### config.mk
export PLATFORM = sky130hd
export DESIGN_NAME = mem_wb_stage_flat
export DESIGN_NICKNAME = d
export VERILOG_FILES = /design/src/rtl/rv_mem_pkg.sv /design/src/rtl/mem_wb_if.sv /design/src/rtl/lsu_load_align.sv /design/src/rtl/mem_wb_stage.sv /design/src/flat_wrapper.sv
export SDC_FILE = /design/constraint.sdc
export NUM_CORES = 1
export LEC_CHECK = 0
export CELL_PAD_IN_SITES_DETAIL_PLACEMENT = 0
export CELL_PAD_IN_SITES_GLOBAL_PLACEMENT = 2
export CORE_MARGIN = 1.5
export CORE_UTILIZATION = 25
export DETAILED_ROUTE_END_ITERATION = 8
export PLACE_DENSITY = 0.87
export SYNTH_ARGS = -nofsm -noshare
export SYNTH_HDL_FRONTEND = slang
export SYNTH_SLANG_ARGS = --single-unit
### constraint.sdc
create_clock -name clk -period 4.9 [get_ports clk]
set_input_delay 0.49 -clock clk [delete_from_list [all_inputs] [get_ports clk]]
set_output_delay 0.49 -clock clk [all_outputs]
set_load 0.05 [all_outputs]
### src/rtl/rv_mem_pkg.sv
// Shared RV32I load/store definitions: funct3 width codes, stage FSM states and
// helpers for access legality and store lane steering.
package rv_mem_pkg;

    localparam logic [2:0] Funct3Lb  = 3'b000;
    localparam logic [2:0] Funct3Lh  = 3'b001;
    localparam logic [2:0] Funct3Lw  = 3'b010;
    localparam logic [2:0] Funct3Lbu = 3'b100;
    localparam logic [2:0] Funct3Lhu = 3'b101;

    localparam logic [2:0] Funct3Sb  = 3'b000;
    localparam logic [2:0] Funct3Sh  = 3'b001;
    localparam logic [2:0] Funct3Sw  = 3'b010;

    typedef enum logic [1:0] {
        StIdle,
        StReq,
        StWait
    } mem_state_e;

    // Store codes alias the signed load codes, so one table covers both.
    function automatic logic access_err(input logic       is_load,
                                        input logic [2:0] funct3,
                                        input logic [1:0] addr_lo);
        logic err;
        err = 1'b0;
        case (funct3)
            Funct3Lb:  err = 1'b0;
            Funct3Lh:  err = addr_lo[0];
            Funct3Lw:  err = (addr_lo != 2'b00);
            Funct3Lbu: err = !is_load;
            Funct3Lhu: err = !is_load || addr_lo[0];
            default:   err = 1'b1;
        endcase
        return err;
    endfunction

    // Low two funct3 bits carry the access size for loads and stores alike.
    function automatic logic [3:0] access_be(input logic [2:0] funct3,
                                             input logic [1:0] addr_lo);
        logic [3:0] be;
        case (funct3[1:0])
            2'b00:   be = 4'b0001 << addr_lo;
            2'b01:   be = 4'b0011 << {addr_lo[1], 1'b0};
            default: be = 4'b1111;
        endcase
        return be;
    endfunction

    function automatic logic [31:0] store_lanes(input logic [2:0]  funct3,
                                                input logic [31:0] data);
        logic [31:0] lanes;
        case (funct3[1:0])
            2'b00:   lanes = {4{data[7:0]}};
            2'b01:   lanes = {2{data[15:0]}};
            default: lanes = data;
        endcase
        return lanes;
    endfunction

endpackage

### src/rtl/mem_wb_if.sv
// EX/MEM entry, data-memory port, register-file write port and error pulse of
// the MEM/WB stage. The stage is the slave; its environment is the master.
interface mem_wb_if;

    logic        in_valid;
    logic        in_ready;
    logic [4:0]  in_rd;
    logic        in_wen;
    logic [31:0] in_result;
    logic        in_load;
    logic        in_store;
    logic [2:0]  in_funct3;
    logic [31:0] in_store_data;

    logic        dmem_req;
    logic        dmem_we;
    logic [31:0] dmem_addr;
    logic [31:0] dmem_wdata;
    logic [3:0]  dmem_be;
    logic        dmem_gnt;
    logic        dmem_rvalid;
    logic [31:0] dmem_rdata;

    logic        w_regs_en;
    logic [4:0]  w_regs_addr;
    logic [31:0] w_regs_data;
    logic        err_o;

    modport master (
        output in_valid, in_rd, in_wen, in_result, in_load, in_store, in_funct3, in_store_data,
        output dmem_gnt, dmem_rvalid, dmem_rdata,
        input  in_ready, dmem_req, dmem_we, dmem_addr, dmem_wdata, dmem_be,
        input  w_regs_en, w_regs_addr, w_regs_data, err_o
    );

    modport slave (
        input  in_valid, in_rd, in_wen, in_result, in_load, in_store, in_funct3, in_store_data,
        input  dmem_gnt, dmem_rvalid, dmem_rdata,
        output in_ready, dmem_req, dmem_we, dmem_addr, dmem_wdata, dmem_be,
        output w_regs_en, w_regs_addr, w_regs_data, err_o
    );

endinterface

### src/rtl/lsu_load_align.sv
// Combinational load data extraction: selects the addressed byte/halfword of the
// read word and sign- or zero-extends it according to funct3.
module lsu_load_align
    import rv_mem_pkg::*;
(
    input  logic [2:0]  funct3_i,
    input  logic [1:0]  addr_lo_i,
    input  logic [31:0] rdata_i,
    output logic [31:0] result_o
);

    logic [7:0]  byte_sel;
    logic [15:0] half_sel;

    always_comb begin
        byte_sel = rdata_i[7:0];
        case (addr_lo_i)
            2'b00:   byte_sel = rdata_i[7:0];
            2'b01:   byte_sel = rdata_i[15:8];
            2'b10:   byte_sel = rdata_i[23:16];
            default: byte_sel = rdata_i[31:24];
        endcase
        half_sel = addr_lo_i[1] ? rdata_i[31:16] : rdata_i[15:0];
    end

    always_comb begin
        result_o = rdata_i;
        case (funct3_i)
            Funct3Lb:  result_o = {{24{byte_sel[7]}}, byte_sel};
            Funct3Lbu: result_o = {24'd0, byte_sel};
            Funct3Lh:  result_o = {{16{half_sel[15]}}, half_sel};
            Funct3Lhu: result_o = {16'd0, half_sel};
            default:   result_o = rdata_i;
        endcase
    end

endmodule

### src/rtl/mem_wb_stage.sv
// MEM/WB pipeline stage: ALU results write back in one cycle; loads/stores run a
// req/gnt/rvalid data-memory transaction and stall the upstream meanwhile.
module mem_wb_stage
    import rv_mem_pkg::*;
(
    input logic     clk,
    input logic     rst,
    mem_wb_if.slave bus
);

    mem_state_e  state_q, state_d;
    logic [4:0]  rd_q, rd_d;
    logic        wen_q, wen_d;
    logic [2:0]  funct3_q, funct3_d;
    logic [1:0]  addr_lo_q, addr_lo_d;
    logic        is_store_q, is_store_d;
    logic [31:0] dmem_addr_q, dmem_addr_d;
    logic [31:0] dmem_wdata_q, dmem_wdata_d;
    logic [3:0]  dmem_be_q, dmem_be_d;
    logic        w_en_q, w_en_d;
    logic [4:0]  w_addr_q, w_addr_d;
    logic [31:0] w_data_q, w_data_d;
    logic        err_q, err_d;
    logic [31:0] load_data;

    lsu_load_align u_load_align (
        .funct3_i  (funct3_q),
        .addr_lo_i (addr_lo_q),
        .rdata_i   (bus.dmem_rdata),
        .result_o  (load_data)
    );

    always_comb begin
        state_d      = state_q;
        rd_d         = rd_q;
        wen_d        = wen_q;
        funct3_d     = funct3_q;
        addr_lo_d    = addr_lo_q;
        is_store_d   = is_store_q;
        dmem_addr_d  = dmem_addr_q;
        dmem_wdata_d = dmem_wdata_q;
        dmem_be_d    = dmem_be_q;
        w_en_d       = 1'b0;
        w_addr_d     = w_addr_q;
        w_data_d     = w_data_q;
        err_d        = 1'b0;

        unique case (state_q)
            StIdle: begin
                if (bus.in_valid) begin
                    if (bus.in_load || bus.in_store) begin
                        if (access_err(bus.in_load, bus.in_funct3, bus.in_result[1:0])) begin
                            err_d = 1'b1;
                        end else begin
                            state_d      = StReq;
                            rd_d         = bus.in_rd;
                            wen_d        = bus.in_wen;
                            funct3_d     = bus.in_funct3;
                            addr_lo_d    = bus.in_result[1:0];
                            is_store_d   = bus.in_store;
                            dmem_addr_d  = {bus.in_result[31:2], 2'b00};
                            dmem_be_d    = access_be(bus.in_funct3, bus.in_result[1:0]);
                            dmem_wdata_d = bus.in_store ?
                                           store_lanes(bus.in_funct3, bus.in_store_data) : 32'd0;
                        end
                    end else if (bus.in_wen && (bus.in_rd != 5'd0)) begin
                        w_en_d   = 1'b1;
                        w_addr_d = bus.in_rd;
                        w_data_d = bus.in_result;
                    end
                end
            end
            StReq: begin
                if (bus.dmem_gnt) begin
                    state_d = is_store_q ? StIdle : StWait;
                end
            end
            StWait: begin
                if (bus.dmem_rvalid) begin
                    state_d = StIdle;
                    if (wen_q && (rd_q != 5'd0)) begin
                        w_en_d   = 1'b1;
                        w_addr_d = rd_q;
                        w_data_d = load_data;
                    end
                end
            end
            default: state_d = StIdle;
        endcase
    end

    always_ff @(posedge clk) begin
        if (!rst) begin
            state_q      <= StIdle;
            rd_q         <= 5'd0;
            wen_q        <= 1'b0;
            funct3_q     <= 3'd0;
            addr_lo_q    <= 2'd0;
            is_store_q   <= 1'b0;
            dmem_addr_q  <= 32'd0;
            dmem_wdata_q <= 32'd0;
            dmem_be_q    <= 4'd0;
            w_en_q       <= 1'b0;
            w_addr_q     <= 5'd0;
            w_data_q     <= 32'd0;
            err_q        <= 1'b0;
        end else begin
            state_q      <= state_d;
            rd_q         <= rd_d;
            wen_q        <= wen_d;
            funct3_q     <= funct3_d;
            addr_lo_q    <= addr_lo_d;
            is_store_q   <= is_store_d;
            dmem_addr_q  <= dmem_addr_d;
            dmem_wdata_q <= dmem_wdata_d;
            dmem_be_q    <= dmem_be_d;
            w_en_q       <= w_en_d;
            w_addr_q     <= w_addr_d;
            w_data_q     <= w_data_d;
            err_q        <= err_d;
        end
    end

    // Request qualifiers are gated so we/be never leak outside an active request.
    always_comb begin
        bus.in_ready    = (state_q == StIdle);
        bus.dmem_req    = (state_q == StReq);
        bus.dmem_we     = (state_q == StReq) && is_store_q;
        bus.dmem_be     = (state_q == StReq) ? dmem_be_q : 4'b0000;
        bus.dmem_addr   = dmem_addr_q;
        bus.dmem_wdata  = dmem_wdata_q;
        bus.w_regs_en   = w_en_q;
        bus.w_regs_addr = w_addr_q;
        bus.w_regs_data = w_data_q;
        bus.err_o       = err_q;
    end

endmodule

### src/flat_wrapper.sv
// flat-port wrapper written by rule: the top's interface ports become plain ports
module mem_wb_stage_flat import rv_mem_pkg::*;
  (clk, rst, bus_in_valid, bus_in_rd, bus_in_wen, bus_in_result, bus_in_load, bus_in_store, bus_in_funct3, bus_in_store_data, bus_dmem_gnt, bus_dmem_rvalid, bus_dmem_rdata, bus_in_ready, bus_dmem_req, bus_dmem_we, bus_dmem_addr, bus_dmem_wdata, bus_dmem_be, bus_w_regs_en, bus_w_regs_addr, bus_w_regs_data, bus_err_o);
  mem_wb_if bus_i ();
  input logic clk;
  input logic rst;
  input wire logic [$bits(bus_i.in_valid)-1:0] bus_in_valid;
  input wire logic [$bits(bus_i.in_rd)-1:0] bus_in_rd;
  input wire logic [$bits(bus_i.in_wen)-1:0] bus_in_wen;
  input wire logic [$bits(bus_i.in_result)-1:0] bus_in_result;
  input wire logic [$bits(bus_i.in_load)-1:0] bus_in_load;
  input wire logic [$bits(bus_i.in_store)-1:0] bus_in_store;
  input wire logic [$bits(bus_i.in_funct3)-1:0] bus_in_funct3;
  input wire logic [$bits(bus_i.in_store_data)-1:0] bus_in_store_data;
  input wire logic [$bits(bus_i.dmem_gnt)-1:0] bus_dmem_gnt;
  input wire logic [$bits(bus_i.dmem_rvalid)-1:0] bus_dmem_rvalid;
  input wire logic [$bits(bus_i.dmem_rdata)-1:0] bus_dmem_rdata;
  output wire logic [$bits(bus_i.in_ready)-1:0] bus_in_ready;
  output wire logic [$bits(bus_i.dmem_req)-1:0] bus_dmem_req;
  output wire logic [$bits(bus_i.dmem_we)-1:0] bus_dmem_we;
  output wire logic [$bits(bus_i.dmem_addr)-1:0] bus_dmem_addr;
  output wire logic [$bits(bus_i.dmem_wdata)-1:0] bus_dmem_wdata;
  output wire logic [$bits(bus_i.dmem_be)-1:0] bus_dmem_be;
  output wire logic [$bits(bus_i.w_regs_en)-1:0] bus_w_regs_en;
  output wire logic [$bits(bus_i.w_regs_addr)-1:0] bus_w_regs_addr;
  output wire logic [$bits(bus_i.w_regs_data)-1:0] bus_w_regs_data;
  output wire logic [$bits(bus_i.err_o)-1:0] bus_err_o;
  assign bus_i.in_valid = bus_in_valid;
  assign bus_i.in_rd = bus_in_rd;
  assign bus_i.in_wen = bus_in_wen;
  assign bus_i.in_result = bus_in_result;
  assign bus_i.in_load = bus_in_load;
  assign bus_i.in_store = bus_in_store;
  assign bus_i.in_funct3 = bus_in_funct3;
  assign bus_i.in_store_data = bus_in_store_data;
  assign bus_i.dmem_gnt = bus_dmem_gnt;
  assign bus_i.dmem_rvalid = bus_dmem_rvalid;
  assign bus_i.dmem_rdata = bus_dmem_rdata;
  assign bus_in_ready = bus_i.in_ready;
  assign bus_dmem_req = bus_i.dmem_req;
  assign bus_dmem_we = bus_i.dmem_we;
  assign bus_dmem_addr = bus_i.dmem_addr;
  assign bus_dmem_wdata = bus_i.dmem_wdata;
  assign bus_dmem_be = bus_i.dmem_be;
  assign bus_w_regs_en = bus_i.w_regs_en;
  assign bus_w_regs_addr = bus_i.w_regs_addr;
  assign bus_w_regs_data = bus_i.w_regs_data;
  assign bus_err_o = bus_i.err_o;
  mem_wb_stage u_core (.clk(clk), .rst(rst), .bus(bus_i));
endmodule
; ---- After elaboration in Yosys (flattened, before gate mapping)
; Index checks and enable logic that the tools add are counted.
[word_totals]
regBits = 119
latchBits = 0
ram_bits = 0
romBits = 0
wordCells = 92
n_memories = 0
[op_classes]
add_sub_neg = 0
multipliers = 0
div_mod_pow = 0
n_lt_le_gt_ge = 0
eq_ne = 20
shift = 2
muxes = 37
bitwise = 1
reduce_logical = 19
[ops]
columns = operator, count
row1 = 32-bit 2-to-1 mux, 6
row2 = 32-bit one-hot mux with 2 select lines, 2
row3 = 32-bit one-hot mux with 4 select lines, 1
row4 = 5-bit 2-to-1 mux, 5
row5 = 8-bit one-hot mux with 3 select lines, 1
row6 = 16-bit 2-to-1 mux, 1
row7 = "3-bit equality test, second input constant", 4
row8 = 2-bit 2-to-1 mux, 6
row9 = "2-bit != test, second input constant", 5
row10 = 5-bit one-hot mux with 2 select lines, 1
row11 = 5-bit nonzero test, 2
row12 = 1-bit 2-to-1 mux, 9
row13 = 4-bit one-hot mux with 2 select lines, 1
row14 = 4-bit AND reduction, 2
row15 = "2-bit by 1-bit equality test with 1-bit output, second input constant", 3
row16 = "3-bit by 1-bit equality test with 1-bit output, second input constant", 2
row17 = 2-bit logical NOT, 3
row18 = 3-bit logical NOT, 2
row19 = "2-bit by 1-bit != test with 1-bit output, second input constant", 3
row20 = 2-bit one-hot mux with 3 select lines, 1
row21 = 6-bit AND reduction, 1
row22 = 1-bit one-hot mux with 5 select lines, 1
row23 = 5-bit AND reduction, 1
row24 = "2-bit equality test, second input constant", 2
row25 = 10 further kinds, 14

; ---- Logic depth before layout (Yosys ltp)
[logic_depth]
depth_word = 10
ltp_mapped = 8
ltp_nobuf = 5

; ---- Hierarchy
; Synthesis repeated with hierarchy kept, for this count alone.
[unflattened]
cells_unflattened = 679
hier_area_um2 = 6158.4
[by_module_without_submodules]
columns = mod, instances, cells_each, area_each_um2, seq_area_each_um2
row1 = mem_wb_stage, 1, 546, 5188.7, 2382.3
row2 = lsu_load_align, 1, 133, 969.7, 0.0

; ---- Least setup slack after synthesis
; Ideal clock, no wire load.
[synth_path]
kind = flip-flop to output port
start = register u_core.state_q[0]
end = output port bus_dmem_be[0]
arrival_ns = 1.811
required_ns = 4.410
setup_slack_ns = 2.599
path_stages_with_launch = 3
path_buffers = 0
cell_sequence = dfxtp_1 nor2b_1 and2_1
[synth_via]
elab_chain_cells = 2
[synth_lines]
columns = element, line
row1 = "start, declared", mem_wb_stage.sv:11  ; mem_state_e state_q, state_d;
row2 = "start signal, assigned", mem_wb_stage.sv:94  ; state_q <= StIdle;
row3 = "start signal, assigned", mem_wb_stage.sv:108  ; state_q <= state_d;
row4 = 2-bit by 1-bit equality test with 1-bit output, n/a
row5 = named net bus_dmem_req, flat_wrapper.sv:19  ; output wire logic [$bits(bus_i.dmem_req)-1:0] bus_dmem_req;
row6 = 4-bit 2-to-1 mux, mem_wb_stage.sv:129  ; bus.dmem_be = (state_q == StReq) ? dmem_be_q : 4'b0000;
row7 = "end, declared", flat_wrapper.sv:23  ; output wire logic [$bits(bus_i.dmem_be)-1:0] bus_dmem_be;
; The timed path passes the listed nets, and every way through them passes these cells.

; ---- Worst setup path in the final report
[layout_path]
start = input port bus_in_funct3[1]
end = register u_core.dmem_be_q[3]
[layout_via]
elab_chain_cells = 7
elab_cells_between_ends = 14
cone_classes = 5 x eq/ne / 5 x mux / 1 x bitwise / 3 x reduce/logical
[layout_lines]
columns = element, line
row1 = "start, declared", flat_wrapper.sv:13  ; input wire logic [$bits(bus_i.in_funct3)-1:0] bus_in_funct3;
row2 = "3-bit equality test, or another cell as far along", rv_mem_pkg.sv:27  ; case (funct3)
row3 = 1-bit one-hot mux with 5 select lines, rv_mem_pkg.sv:27
row4 = 1-bit 2-to-1 mux, mem_wb_stage.sv:51  ; if (bus.in_load || bus.in_store) begin
row5 = 1-bit 2-to-1 mux, mem_wb_stage.sv:50  ; if (bus.in_valid) begin
row6 = 1-bit 2-to-1 mux, mem_wb_stage.sv:48  ; unique case (state_q)
row7 = 1-bit inverter (no source line), n/a
row8 = 4-bit AND reduction (no source line), n/a
row9 = "end signal, assigned", mem_wb_stage.sv:116  ; dmem_be_q <= dmem_be_d;
row10 = "end, declared", mem_wb_stage.sv:19  ; logic [3:0] dmem_be_q, dmem_be_d;
; Several ways; a longest one is shown, not always the timed one. The select of a mux whose other input is x is not followed.
; A chain may end at the register's enable or synchronous reset.

==> flow_metrics.py <==
metrics = {
    "run_status": {
        "outcome": "finished clean",
    },
    "setup_path": {
        "r2r_end": "u_core.bus.w_regs_data[22]$_SDFFE_PN0P_",
        "ff2ff_setup_slack_ns": 2.35,
        "worstPathMaxFanout": 34,
        "slowest_stage": "clkdlybuf4s50_1",
        "worstPathRequired_ns": 5.22,
        "cpPeakStageDelay_ns": 0.87,
        "rr_startpoint": "u_core.rd_q[1]$_SDFFE_PN0P_",
        "critPathArrivalTime_ns": 3.14,
        "r2r_cells": 6,
        "crit_chain": "clkdlybuf4s50_1 > inv_1 > a32o_1 > and4b_2 > buf_4 > nor2_1 > a311oi_1",
        "worstSetupEndpointType": "flip-flop",
        "startpoint_type": "primary input",
        "worstSetupStartpoint": "bus_in_funct3[1]",
        "critical_path_class": "in2reg",
        "critPathCapture": "u_core.dmem_be_q[3]$_SDFFE_PN0P_",
    },
    "detailed_routing": {
        "drt_iter0_drc": 288,
        "drc_errors": 0,
        "dr_total_vias": 5490,
        "vias_per_cell": 4.82,
        "routed_wl_um": 20600,
        "routedWlPerCell_um": 18.1,
        "dr.pass1.iters": 5,
        "antenna_left": 0,
    },
    "clock_tree": {
        "cts_tree": "built",
        "cts_hold_buf": 0,
        "cts_buffers": 17,
        "cts_root_buf": "clkbuf_16",
        "insertion_delay_ns": 0.42,
        "clk_path_buf_depth": 2,
        "clk_pin_slew_ns": 0.06,
        "cts_setup_buffers": 0,
        "cts-resized-gates": 0,
        "htreeDepth": 4,
        "cts.sinks": 119,
    },
    "sta": {
        "rsz0062_at_grt": "no",
        "slew_viol_final": 0,
        "tightest_slew_ns": 1.02,
        "hold_viol": 0,
        "finClkSkew_ns": 0.0108,
        "max_freq_ghz": 0.355,
        "maxSlewHeadroom": 0.322,
        "finalSetupViolCount": 0,
        "layout_min_cycle_time_ns": 2.82,
        "finalSetupTns_ns": 0,
        "min_period_over_period": 0.576,
    },
    "synthesis": {
        "synth_cell_types": 52,
        "post-synth-top-area-cell": "dfxtp_1",
        "synthDominantCellAreaShare": 0.441,
        "dominantRegCellSynth": "dfxtp_1",
        "synthTopCellsByArea": "dfxtp_1, nand2_1, a21oi_1",
        "ys_seq_area_frac": 0.441,
        "yosysMostFrequentCell": "nand2_1",
        "postSynthRegisterBits": 119,
        "ys_async_sr_fraction": 0,
        "synth_edf_count": 0,
        "syn_area_per_cell_um2": 8.22,
        "synth_area_um2": 5410,
        "yosysWarnings": 0,
        "synth_cells": 658,
        "synthTopCellsByCount": "nand2_1, dfxtp_1, a21oi_1",
    },
    "placed_design": {
        "portBuffers": 219,
        "dp_hpwl_um": 14800,
        "place.gp.congestion": 0.776,
    },
    "floorplanning": {
        "die_x_um": 150,
        "row_count": 53,
        "die_y_um": 150,
        "die_area_um2": 22500,
        "core_um2": 21100,
        "ios": 222,
        "start_util": 0.256,
    },
    "global_routing": {
        "grt_start_max_net_pins": 50,
        "grt_usage": 0.183,
        "grt_overflow_total": 0,
        "use_met1": 0.243,
        "antenna_found_initial": 0,
        "grt_pass1_wl_um": 30900,
        "busiest_layer": "met2",
        "use_met2": 0.295,
        "grt_pass1_vias": 5259,
        "grt_util_met3": 0.0335,
    },
    "power_and_ir_drop": {
        "peakVddDrop_mv": 0.221,
        "cellPowerDensity_nw_per_um2": 326,
        "total_leakage_power_nw": 2.94,
    },
    "hold_path": {
        "hold_path.class": "reg2reg",
        "worstHoldPathCells": 2,
    },
    "finish": {
        "utilization": 0.396,
        "drive_above_1_share": 0.0591,
        "layout.nets": 962,
        "area_delta_synth_final_pct": 54.4,
    },
    "job": {
        "max-cap-violations": 0,
    },
}
## logic make-up after synthesis
kind of cell           Yosys count  synth area share
AO/OA/AOI/OAI                  216             0.269
buffers and inverters           64            0.0530
flip-flops                     119             0.441
AND/OR/NAND/NOR                231             0.186
multiplexers                    27            0.0502
other                            1          0.000694
## metrics by stage
stage | instance area, um^2 | hold slack [ns] | instances | setup WS, ns | power [mW]
floorplan | 5410 | 0.436 | 659 | 2.60 | 1.28
global placement | 7760 | 0.442 | 1106 | 1.67 | 1.49
detailed placement | 7760 | 0.447 | 1106 | 1.62 | 1.49
CTS | 8350 | 0.456 | 1138 | 2.04 | 2.75
global route | 8350 | 0.469 | 1138 | 1.81 | 2.83
finish | 8350 | 0.452 | 1139 | 2.08 | 2.72
## layout make-up
| type | instances | area, um^2 |
|---|---|---|
| Timing Repair Buffer | 228 | 2260 |
| Sequential cell | 119 | 2380 |
| Clock inverter | 14 | 149 |
| Clock buffer | 18 | 439 |
| Fill cell | 2206 | 12700 |
| Antenna cell | 1 | 2.50 |
| Multi-Input combinational cell | 476 | 2740 |
| Inverter | 8 | 30.0 |
| Tap cell | 275 | 344 |
## state kept, by name (all words and copies together), names as in the netlist
| name | cells |
|---|---|
| u_core.bus.w_regs_addr | 5 |
| u_core.addr_lo_q | 2 |
| u_core.bus.w_regs_en | 1 |
| u_core.bus.w_regs_data | 32 |
| u_core.dmem_be_q | 4 |
| u_core.bus.dmem_wdata | 32 |
| u_core.bus.err_o | 1 |
| u_core.is_store_q | 1 |
| u_core.rd_q | 5 |
| u_core.state_q | 2 |
| u_core.bus.dmem_addr | 30 |
| u_core.wen_q | 1 |
| u_core.funct3_q | 3 |
## placed cells by master (no fill, tap or decap), types with 3 or more instances in the layout
cell type,Yosys,layout
a211o_1,16,16
clkdlybuf4s50_1,0,219
nor3_1,3,3
a211oi_1,7,7
nor2_1,43,43
buf_4,6,9
o211ai_1,5,5
nor3b_1,7,7
dfxtp_1,119,119
nand2_1,138,138
a32o_1,3,3
inv_1,6,6
a311o_1,6,6
a311oi_1,8,8
o21ai_0,22,22
o221ai_1,6,6
and2_1,6,6
nand2b_1,10,10
clkinv_2,0,4
o2bb2ai_1,15,15
clkinv_4,0,4
a21oi_1,96,96
mux2i_1,26,26
inv_6,0,3
clkbuf_16,0,17
and3_1,3,3
nor2b_1,9,9
nand3_1,3,3
a22o_1,17,17
## power breakdown
group          switching [mW]  internal [mW]
clock                   0.490          0.766
combinational           0.259          0.183
sequential             0.0226           1.00
total                   0.772           1.95
## worst min-delay path by stage
| stage | from | endpoint | slack [ns] |
|---|---|---|---|
| 6_report | u_core.bus.dmem_addr[6]$_SDFFE_PN0P_ | u_core.bus.dmem_addr[6]$_SDFFE_PN0P_ | 0.45 |
| 3_5_place_dp | u_core.bus.dmem_addr[21]$_SDFFE_PN0P_ | u_core.bus.dmem_addr[21]$_SDFFE_PN0P_ | 0.45 |
| 4_1_cts | u_core.bus.dmem_addr[21]$_SDFFE_PN0P_ | u_core.bus.dmem_addr[21]$_SDFFE_PN0P_ | 0.46 |
| 2_1_floorplan | u_core.funct3_q[2]$_SDFFE_PN0P_ | u_core.funct3_q[2]$_SDFFE_PN0P_ | 0.44 |
| 5_1_grt | u_core.bus.dmem_addr[7]$_SDFFE_PN0P_ | u_core.bus.dmem_addr[7]$_SDFFE_PN0P_ | 0.47 |
| 3_3_place_gp | u_core.bus.dmem_addr[3]$_SDFFE_PN0P_ | u_core.bus.dmem_addr[3]$_SDFFE_PN0P_ | 0.44 |
## critical path: cells and delay by family
kind,cells,cell delay (ns)
buffers and inverters,3,1.55
and+or+nand+nor,2,0.57
AOI/OAI and AO/OA,2,0.50
## metal layers
metal  share of wire  up-vias
li1                -     2718
met1            0.46     2604
met2            0.48      147
met3           0.042       21
met4           0.017        0
met5               0        -
Note: power is estimated with default switching activity, not from simulation.
==> edit 1 (config.mk and constraints unchanged) <==
Encoding of `mem_state_e`: now one-hot (3 bits for 3 states).
--- a/src/rtl/rv_mem_pkg.sv
+++ b/src/rtl/rv_mem_pkg.sv
@@ -12,10 +12,10 @@
     localparam logic [2:0] Funct3Sh  = 3'b001;
     localparam logic [2:0] Funct3Sw  = 3'b010;
 
-    typedef enum logic [1:0] {
-        StIdle,
-        StReq,
-        StWait
+    typedef enum logic [2:0] {
+        StIdle = 3'b001,
+        StReq  = 3'b010,
+        StWait = 3'b100
     } mem_state_e;
 
     // Store codes alias the signed load codes, so one table covers both.
Function: no difference found for any inputs over 4 cycles, from zero or initial values and one cycle with rst low; so few cycles prove little.
==> edit 1 against the unedited design <==
- cell area up 9.2%
- synthesized area up 13%
- count of clock-buffer cells in the layout unchanged
- clock skew down 0.0012 ns
- worst setup slack worse by 0.22 ns
- total power up 9.8%
- cell count up 9.2%
- sequential cell count up 1
- wire length up 20%
- critical path type is now reg2out
==> edit 1: results (changes against the unedited design) <==
| Metric | Value |
|---|---|
| Arr. time, crit path | 2.55 ns (-0.59 ns) |
| Total instance count after detailed placement | 1,212 (+9.6%) |
| GRT Total Usage | 19.2% (+0.90 points) |
| Post-synthesis instance total | 738 (+12%) |
| Share of final-layout standard cells stronger than drive strength 1 | 10.3% (+4.4 points) |
| Total number of nets in the final design | 1,024 (+6.4%) |
| End point of the critical path | bus_dmem_be[0] |
| Fin Clk Skew | 0.00958 ns (-0.00121 ns) |
| Diode count | 0 (-1) |
| First-pass GRT wire length | 37.9 mm (+23%) |
| Via/cell ratio | 5.18 (+7.5%) |
| Largest net degree at the start of global routing | 62 (+24%) |
| Total half-perimeter wirelength after legalization and detailed placement | 17.3 mm (+17%) |
| Routability-driven placement congestion ratio | 0.823 (+6.0%) |
| End of the worst register-to-register path | u_core.bus.w_regs_data[16]$_SDFFE_PN0P_ |
| Post-detailed-routing wire length | 24.7 mm (+20%) |
| Wire length per cell | 19.8 µm (+9.7%) |
| Outcome | completed |
| Multiplexer share of the synthesized area | 7.61% (+2.6 points) |
| Reg-to-reg slack, setup | 2.29 ns (-0.06 ns) |
| DRT Pass-1 Iters | 4 (-1) |
| Area contributors post-synth | dfxtp_1 39%, a21oi_1 8.4%, o21ai_0 7.1% |
| Maximum vdd ir drop | 0.190 mV (-14%) |
| Crit path from | u_core.state_q[1]$_SDFFE_PN0P_ |
| Vias in the first global route | 6,484 (+23%) |
| Reported leakage power | 3.09 nW (+4.9%) |
| P_sw | 0.858 mW (+11%) |
| Startpoint of the lowest-slack hold path | u_core.bus.w_regs_data[14]$_SDFFE_PN0P_ |
-- edit 1: layer usage --
layer	part of all wire (%)	vias up	track usage, %	wire length [µm]
li1	-	3088	-	-
met1	45	3067	25.2	11100
met2	45	274	30.2	11100
met3	8.5	15	5.81	2100
met4	1.3	0	5.79	309
met5	0	-	0	0
-- edit 1: power by group through the flow --
| stage | clock [mW] | combinational (mW) | sequential (mW) |
|---|---|---|---|
| 6_report | 1.40 | 0.549 | 1.04 |
| 5_1_grt | 1.47 | 0.585 | 1.04 |
| 4_1_cts | 1.42 | 0.551 | 1.04 |
| 3_5_place_dp | 0 | 0.549 | 1.06 |
| 3_3_place_gp | 0 | 0.550 | 1.06 |
| 2_1_floorplan | 0 | 0.216 | 1.15 |
-- edit 1: metrics by stage --
| stage | worst slack [ns] | instance area [µm²] | utilization [%] | hold WS (ns) |
|---|---|---|---|---|
| after floorplan | 2.47 | 6090 | - | 0.454 |
| final | 1.86 | 9120 | 38.5 | 0.464 |
| after global routing | 1.65 | 9120 | 38.5 | 0.494 |
| after global placement | 1.67 | 8470 | 35.8 | 0.454 |
| after detailed placement | 1.57 | 8470 | 35.8 | 0.455 |
| after CTS | 1.78 | 9120 | 38.5 | 0.463 |
-- edit 1: cell families (layout without fill, tap and decap cells) --
group	after synthesis	in the layout
AOI/OAI and AO/OA	272	272
buffers and inverters	91	277
DFF	120	120
muxes	43	43
other	1	2
and+or+nand+nor	211	211
-- edit 1: layout make-up --
type	count	area, µm²
fill	2470	14600
multi-input combinational	528	3320
sequential	120	2400
timing repair buffer	235	2310
clock buffer	18	429
tap	319	399
clock inverter	14	223
inverter	10	37.5
-- edit 1: critical path, stage by stage (launching register included) --
cell and delay, ns:
dfxtp_1 0.44, nor2b_1 0.19, nor2b_1 0.38, and2_1 0.19, clkdlybuf4s50_1 0.91
==> edit 2 (same settings) <==
Without the edit above. Make the reset (`rst`) asynchronous in one clocked block.
--- a/src/rtl/mem_wb_stage.sv
+++ b/src/rtl/mem_wb_stage.sv
@@ -89,7 +89,7 @@
         endcase
     end
 
-    always_ff @(posedge clk) begin
+    always_ff @(posedge clk or negedge rst) begin
         if (!rst) begin
             state_q      <= StIdle;
             rd_q         <= 5'd0;
Behaviour: differs if rst is asserted again (counterexample within 4 cycles, from zero or initial values and one cycle with rst low); with rst held inactive, the same outputs for 4 cycles.
==> edit 2 against the unedited design <==
- worst setup slack got worse by 0.024 ns
- cell area grew 5.0%
- non-clock buffer count shrank 2
- synthesized area up 7.3%
- utilization decreased by 0.99 points
- critical path depth fell by 4
- wire length is 2.4% higher
- sequential cell count did not move
- critical path type is now reg2out
- critical endpoint is now bus_dmem_be[1]
Power is not compared: it rests on default switching activity, and its combinational part moved more than twofold at a synthesized area within 25%.
==> edit 2: results (changes against the unedited design) <==
| Metric | Value |
|---|---|
| Average size of a mapped cell | 8.74 µm² (+6.3%) |
| Via count | 5,501 (+0.20%) |
| Post-CTS sizing | 0 (unchanged) |
| Total of warnings raised by yosys | 0 (unchanged) |
| Fin Clk Skew | 0.0109 ns (+0.000135 ns) |
| Switching fraction of total power | 45.1% |
| Reg-to-reg slack, setup | 2.13 ns (-0.22 ns) |
| First-pass GRT wire length | 32.8 mm (+6.3%) |
| Post-route insts no fill | 1,158 (+1.7%) |
| Critical Path Fanout Max | 8 (-76%) |
| Number of antenna violations at the first check in global routing | 2 (+2) |
| Reg-to-reg startpoint | u_core.rd_q[2]$_DFFE_PN0P_ |
| Arr. time, crit path | 2.35 ns (-0.79 ns) |
| Maximum vdd ir drop | 0.240 mV |
| Total number of nets in the final design | 971 (+0.94%) |
| Filler Cell Count | 2,344 (+6.3%) |
| End of the worst register-to-register path | u_core.bus.w_regs_data[10]$_DFFE_PN0P_ |
| Share of final-layout standard cells stronger than drive strength 1 | 6.77% (+0.86 points) |
| DRT Pass-1 Iters | 4 (-1) |
| Delay-heaviest family, CP | buffers and inverters |
| Vias in the first global route | 5,572 (+6.0%) |
| Drt initial violations | 245 (-15%) |
| Share of the yosys chip area belonging to registers | 51.3% (+7.3 points) |
| Area contributors post-synth | dfrtp_1 51%, nand2_1 14%, nand3_1 3.9% |
| Outcome | completed |
| Maxcap violations | 0 (unchanged) |
| Largest net degree at the start of global routing | 83 (+66%) |
| Classification of the worst-slack hold path | in2async |
| Worst-case reg-to-reg path depth | 6 (unchanged) |
| Post-synth EDFFs | 0 (unchanged) |
| Slew HR | 35.1% (+3.0 points) |
| Quantity of I/O buffers inserted on ports | 219 (unchanged) |
| Final worst hold slack | 0.0326 ns (-0.419 ns) |
| Buffer levels on the longest clock path | 2 (unchanged) |
| Reported leakage power | 3.83 nW |
| Total instance count after detailed placement | 1,125 (+1.7%) |
| Routability-driven placement congestion ratio | 0.792 (+2.0%) |
| CP peak stage delay | 0.82 ns (-0.05 ns) |
| Number of levels the H-tree was split into | 4 (unchanged) |
| Total half-perimeter wirelength after legalization and detailed placement | 15.2 mm (+2.5%) |
| Commonest cells in the synthesized netlist | 216 x nand2_1, 119 x dfrtp_1, 45 x nand3_1 |
| Reg clk slew, reported paths | 0.06 ns (about the same) |
| Distinct cell type count after synthesis | 40 (-23%) |
| GRT Total Usage | 18.0% (-0.24 points) |
| Critical-path cell with the highest stage delay | clkdlybuf4s50_1 |
| Post-detailed-routing wire length | 21.1 mm (+2.4%) |
| Fraction of registers with async set/reset | 100% (+100 points) |
[edit 2: cell count changes after synthesis, sizes merged, moves of 17 or more]
cell | unedited run | this run
nand3 | 3 | 45
a21oi | 96 | 23
a22o | 17 | 0
dfrtp | 0 | 119
dfxtp | 119 | 0
nand2 | 138 | 216
[edit 2: how the worst max path moves through the flow]
stage                                  startpoint                                   end  slack (ns)  cells past startpoint
CTS                 u_core.state_q[1]$_DFFE_PN0P_                        bus_dmem_be[1]        1.94                      3
detailed placement               bus_in_funct3[0]  u_core.bus.dmem_addr[31]$_DFFE_PN0P_        1.61                      7
floorplan           u_core.state_q[1]$_DFFE_PN0P_                        bus_dmem_be[0]        2.83                      3
global route                     bus_in_funct3[0]  u_core.bus.dmem_addr[25]$_DFFE_PN0P_        1.85                      7
finish              u_core.state_q[0]$_DFFE_PN0P_                        bus_dmem_be[1]        2.06                      3
global placement                 bus_in_funct3[0]  u_core.bus.dmem_addr[31]$_DFFE_PN0P_        1.70                      7
[edit 2: cell type report]
cell class	instances	area share, %
antenna	1	0.0285
timing repair buffer	226	25.6
sequential	119	34.0
clock buffer	20	5.21
clock inverter	12	1.64
inverter	9	0.442
tap	285	4.07
multi-input combinational	486	29.1
[edit 2: cell families after synthesis]
kind of cell | count (synthesis) | synth area share (%)
other cells | 1 | 0.0646
flops | 119 | 51.3
mux | 34 | 6.32
compound gates | 112 | 12.6
simple gates | 338 | 24.5
buf+inv | 60 | 5.13
[edit 2: power by group through the flow]
stage	Sequential, mW	Clock, mW	Combinational, mW
after floorplan	2.61	0	0.598
after global placement	1.58	0	2.58
after detailed placement	1.59	0	2.58
after CTS	1.58	1.31	2.59
after global routing	1.62	1.35	2.72
final	1.57	1.28	2.57
[edit 2: stage by stage]
step	cell area (µm²)	setup slack [ns]	power (mW)
finish	8770	2.06	5.42
global route	8760	1.85	5.69
floorplan	5800	2.83	3.21
CTS	8760	1.94	5.47
detailed placement	8160	1.61	4.18
global placement	8160	1.70	4.16
[edit 2: metal layers]
metal,up-vias,track usage [%],share of wire (%)
met3,33,6.77,9.4
met4,2,6.39,2.3
met2,212,28.1,45
li1,2647,-,-
met5,-,0,0.052
met1,2607,22.8,44
